--- src/rtl/ahb_m2s_arb_mux.sv ---
// ahb_m2s_arb_mux: AHB multi-master arbiter with burst-locked grant and address/data-phase muxing
module ahb_m2s_arb_mux #(
  parameter int HMST_NUM = 4,
  parameter int HADDR_WIDTH = 32,
  parameter int DATA_WIDTH = 32,
  parameter int HBURST_WIDTH = 3,
  parameter int ARB_MODE = 0,
  localparam int GNT_W = $clog2(HMST_NUM)
) (
  input  logic                      hclk,
  input  logic                      hrst,
  input  logic [HMST_NUM-1:0]       hbusreq_i,
  input  logic [HADDR_WIDTH-1:0]    haddr_i  [0:HMST_NUM-1],
  input  logic [HBURST_WIDTH-1:0]   hburst_i [0:HMST_NUM-1],
  input  logic [2:0]                hsize_i  [0:HMST_NUM-1],
  input  logic [1:0]                htrans_i [0:HMST_NUM-1],
  input  logic                      hwrite_i [0:HMST_NUM-1],
  input  logic [DATA_WIDTH-1:0]     hwdata_i [0:HMST_NUM-1],
  input  logic [DATA_WIDTH/8-1:0]   hwstrb_i [0:HMST_NUM-1],
  input  logic                      hready_i,
  output logic [HMST_NUM-1:0]       hgrant_o,
  output logic [GNT_W-1:0]          hmaster_o,
  output logic [GNT_W-1:0]          hmaster_d_o,
  output logic [HADDR_WIDTH-1:0]    haddr_o,
  output logic [HBURST_WIDTH-1:0]   hburst_o,
  output logic [2:0]                hsize_o,
  output logic [1:0]                htrans_o,
  output logic                      hwrite_o,
  output logic [DATA_WIDTH-1:0]     hwdata_o,
  output logic [DATA_WIDTH/8-1:0]   hwstrb_o
);
  localparam logic [1:0] T_IDLE = 2'd0, T_BUSY = 2'd1, T_NONSEQ = 2'd2, T_SEQ = 2'd3;
  localparam logic [HBURST_WIDTH-1:0] B_SINGLE = HBURST_WIDTH'(0), B_INCR = HBURST_WIDTH'(1),
    B_WRAP4 = HBURST_WIDTH'(2), B_WRAP8 = HBURST_WIDTH'(4), B_WRAP16 = HBURST_WIDTH'(6);

  logic [4:0] rem, rem_load, rem_nxt;
  logic [GNT_W-1:0] rr_ptr, win, idx;
  logic found, arb_ok;

  assign haddr_o  = haddr_i[hmaster_o];
  assign hburst_o = hburst_i[hmaster_o];
  assign hsize_o  = hsize_i[hmaster_o];
  assign htrans_o = htrans_i[hmaster_o];
  assign hwrite_o = hwrite_i[hmaster_o];
  assign hwdata_o = hwdata_i[hmaster_d_o];
  assign hwstrb_o = hwstrb_i[hmaster_d_o];

  // Beats remaining after a NONSEQ, and the beat counter's next value
  always_comb begin
    rem_load = hburst_o >= B_WRAP16 ? 5'd15 : hburst_o >= B_WRAP8 ? 5'd7 : hburst_o >= B_WRAP4 ? 5'd3 : 5'd0;
    rem_nxt = htrans_o == T_NONSEQ ? rem_load :
              (htrans_o == T_SEQ && rem != 5'd0) ? rem - 5'd1 :
              htrans_o == T_IDLE ? 5'd0 : rem;
  end

  // Rearbitrate only at a transfer boundary that allows the bus to change hands
  assign arb_ok = hready_i && (htrans_o == T_IDLE ||
                               (htrans_o == T_NONSEQ && hburst_o == B_SINGLE) ||
                               (htrans_o == T_SEQ && rem == 5'd1) ||
                               (hburst_o == B_INCR && htrans_o != T_BUSY && !hbusreq_i[hmaster_o]));

  // Pick the winner: lowest index, or first index after the last winner in round-robin
  always_comb begin
    win = '0;
    idx = '0;
    found = 1'b0;
    for (int k = 0; k < HMST_NUM; k++) begin
      idx = ARB_MODE == 1 ? GNT_W'((int'(rr_ptr) + 1 + k) % HMST_NUM) : GNT_W'(k);
      if (!found && hbusreq_i[idx]) begin
        win = idx;
        found = 1'b1;
      end
    end
  end

  // Grant, owner, data-phase owner and burst state advance only on accepted transfers
  always_ff @(posedge hclk or posedge hrst) begin
    if (hrst) begin
      hgrant_o    <= HMST_NUM'(1);
      hmaster_o   <= '0;
      hmaster_d_o <= '0;
      rem         <= '0;
      rr_ptr      <= GNT_W'(HMST_NUM - 1);
    end else if (hready_i) begin
      hmaster_d_o <= hmaster_o;
      rem         <= rem_nxt;
      if (arb_ok) begin
        hgrant_o  <= HMST_NUM'(1) << win;
        hmaster_o <= win;
        if (ARB_MODE == 1 && found) rr_ptr <= win;
      end
    end
  end
endmodule

--- config.mk ---
export PLATFORM = sky130hd
export DESIGN_NAME = ahb_m2s_arb_mux
export DESIGN_NICKNAME = d
export VERILOG_FILES = /design/src/rtl/ahb_m2s_arb_mux.sv
export SDC_FILE = /design/constraint.sdc
export NUM_CORES = 1
export LEC_CHECK = 0
export ABC_AREA = 0
export CAP_MARGIN = 20
export CORE_AREA = 2 2 154 156
export DETAILED_ROUTE_END_ITERATION = 6
export DIE_AREA = 0 0 156 158
export HOLD_SLACK_MARGIN = 0.03
export PLACE_DENSITY = 0.53
export SYNTH_ARGS = -nofsm -noshare
export SYNTH_HDL_FRONTEND = slang
export SYNTH_SLANG_ARGS = --single-unit
--- constraint.sdc ---
create_clock -name hclk -period 2.6 [get_ports hclk]
set_input_delay 0.39 -clock hclk [delete_from_list [all_inputs] [get_ports hclk]]
set_output_delay 0.39 -clock hclk [all_outputs]
set_load 0.03 [all_outputs]
==> impl_metrics.env, run 1 <==
export IMPL_synth_area_um2=2570
export IMPL_dr_total_vias=3485
export IMPL_p_leak_nw=2.48
export IMPL_finalHoldViolations=0
export IMPL_final_cell_mix="360 x clkdlybuf4s50_1, 78 x mux4_2, 36 x buf_4"
export IMPL_syn_instance_count=164
export IMPL_power_density_nw_per_um2=862
export IMPL_routed_wl_mm=15.9
export IMPL_cts_buffers_inserted=3
export IMPL_finalSetupTns_ns=0
export IMPL_synth_cell_types=31
export IMPL_min_period_ns=2.46
export IMPL_rows=56
export IMPL_syn_area_per_cell_um2=15.7
export IMPL_combPwrFrac=0.878
export IMPL_seq_area_frac_synth=0.127
export IMPL_swShare=0.473
export IMPL_path_class="flip-flop to output pin"
export IMPL_cts_root_buffer="clkbuf_16"
export IMPL_drc=0
export IMPL_switchingPower_mw=2.85
export IMPL_die_y_um=158
export IMPL_final_util=0.303
export IMPL_power_frac_seq=0.074
export IMPL_worstSetupStartpointType="flip-flop"
export IMPL_min_path_cells=1
export IMPL_syn2layout_area_growth_pct=172
export IMPL_p_int_mw=3.17
export IMPL_first_global_vias=3937
export IMPL_rsz0062_at_grt="false"
export IMPL_grt_use_total=0.118
export IMPL_preCtsSetupSlack_ns=0.182
export IMPL_finalCritPeriodShare=0.945
export IMPL_irDropWorstVdd_uv=350
export IMPL_finalMaxSlewViolations=0
export IMPL_drv_cap=0
export IMPL_crit_fanout=20
export IMPL_wire_per_inst_um=18.8
export IMPL_end_kind="output pin"
export IMPL_core_area_um2=23100
export IMPL_clk_pin_slew_ns=0.05
export IMPL_cts_max_level=1
export IMPL_synth_area_leaders="mux4_2 68%, dfrtp_1 12%, mux2_2 3.1%"
export IMPL_drt_vias_per_instance=4.11
export IMPL_antenna_left=0
export IMPL_total_power_mw=6.02
export IMPL_grt_max_degree=34
export IMPL_setup_violations=0
export IMPL_maxSlewHeadroom=0.651
export IMPL_clock_latency_ns=0.24
export IMPL_r2r_slack_ns=0.39
export IMPL_yosysWarnings=0
export IMPL_dieWidth_um=156
export IMPL_io_pins=400
export IMPL_synth_largest_area_cell="mux4_2"
export IMPL_setup_slack_ns=0.144
export IMPL_status="finished, final reports clean"
export IMPL_clkPwrFrac=0.048
export IMPL_num_fill_cells=2316
export IMPL_finClkSkew_ns=0.00384
export IMPL_worst_ep_arrival_time_ns=2.07
export IMPL_finalInstanceArea_um2=6990
export IMPL_hp_class="flip-flop to flip-flop"
export IMPL_syn_nets=482
export IMPL_finalWeightedCongestion=0.859
export IMPL_worst_slew_pin_slew_ns=0.524
export IMPL_nets=875
export IMPL_clock_path_buffers=2
export IMPL_cts_tree="done"
export IMPL_overflow=0
export IMPL_drt_first_iter_violations=129
export IMPL_start_util=0.112
export IMPL_grt_pass1_wl_mm=22.2
export IMPL_first_pass_iters=4
export IMPL_clock_fmax_ghz=0.407
export IMPL_hpwl_mm=14.4
export IMPL_crit_required_ns=2.21
export IMPL_cts_sinks=13
export IMPL_floorplan_die_area_um2=24600
export IMPL_synth_top_area_share=0.683
export IMPL_antenna_found_initial=1
export IMPL_place_area_um2=6900
export IMPL_reg2regPathDepth=6
export IMPL_port_buffers=399
export IMPL_final_common_cell="clkdlybuf4s50_1"
export IMPL_drive_gt1_frac=0.248
export IMPL_ys_seq_elements=13
## logic make-up after synthesis
| group | share of synthesized area |
|---|---|
| flip-flops | 0.127 |
| XOR/XNOR | 0.00341 |
| buffers and inverters | 0.0438 |
| AND/OR/NAND/NOR | 0.0380 |
| AO/OA/AOI/OAI | 0.0555 |
| adder cells (fa/ha/maj) | 0.0146 |
| multiplexers | 0.718 |
## critical path, stage by stage (launching register included)
cell	delay (ns)
dfrtp_2	0.44
buf_12	0.22
mux4_2	0.51
clkdlybuf4s50_1	0.64
## synth_stat cells
cell type	number
mux2_2	7
a211o_1	1
inv_1	6
o2111ai_1	1
nor2_1	4
dfstp_2	1
o211ai_1	2
clkbuf_1	8
dfrtp_1	12
xor2_1	1
buf_2	9
mux4_2	78
nand2b_1	2
o2111ai_4	1
nor2b_1	2
a22o_1	2
nand2_1	3
o21a_1	3
mux2i_1	1
ha_1	3
nand3_1	1
nand3_2	1
o22ai_1	1
buf_1	1
a21oi_1	2
nor3b_1	1
o21ai_0	4
nor3_1	3
a21boi_0	1
buf_6	1
nor4b_1	1
## per-stage QoR
stage                     cells  hold WS [ns]
after floorplan             164         0.266
after global placement      841         0.496
after detailed placement    841         0.507
after CTS                   845         0.518
after global routing        847         0.545
final                       847         0.517
## state kept, by name, indices dropped and copies added, names as in the netlist
register,flops
hgrant_o,4
rem,5
hmaster_o,2
hmaster_d_o,2
## final timing paths
path / start / endpoint
setup reg to reg: hmaster_o[0] / hmaster_o[1]
min in group asynchronous: hrst / hmaster_o[1]
setup / recovery: hmaster_o[0] / hsize_o[1]
hold reg to reg: hgrant_o[2] / hgrant_o[2]
hold / removal: hgrant_o[2] / hgrant_o[2]
max in group asynchronous: hrst / hmaster_d_o[0]
## layer usage
layer  global-route usage  wire, um  vias up  share of wire
li1                     -         -     1533              -
met1                0.129      5470     1714           0.34
met2                0.236      8910      226           0.56
met3               0.0227      1340       12          0.084
met4               0.0218       208        0          0.013
met5                    0         0        -              0
## timing repair
item / 4_1_cts / 5_1_grt
hold buffers: 0 / 0
resized for setup: 3 / 0
setup endpoints to repair: 3 / 29
setup buffers: 0 / 1
## area by class of cell
| type | instances | area, um^2 | share of cell area |
|---|---|---|---|
| Inverter | 6 | 22.5 | 0.00322 |
| Antenna cell | 1 | 2.50 | 0.000358 |
| Clock buffer | 4 | 78.8 | 0.0113 |
| Sequential cell | 13 | 330 | 0.0473 |
| Timing Repair Buffer | 407 | 4060 | 0.581 |
| Multi-Input combinational cell | 126 | 2130 | 0.305 |
| Tap cell | 290 | 363 | 0.0519 |
## power by group through the flow
stage	clock network (mW)	registers, mW	logic (mW)
2_1_floorplan	0	0.455	3.19
3_3_place_gp	0	0.459	5.31
3_5_place_dp	0	0.469	5.32
4_1_cts	0.292	0.468	5.33
5_1_grt	0.307	0.470	5.57
6_report	0.288	0.445	5.29
Power figures use the tool's default switching activity.
==> run 2, diff against run 1 <==
--- a/config.mk
+++ b/config.mk
@@ -6,7 +6,6 @@
 export NUM_CORES = 1
 export LEC_CHECK = 0
 export ABC_AREA = 0
-export CAP_MARGIN = 20
 export CORE_AREA = 2 2 154 156
 export DETAILED_ROUTE_END_ITERATION = 6
 export DIE_AREA = 0 0 156 158
==> results of run 2 <==
The final DEF is identical to that of run 1; final timing and power are the same.
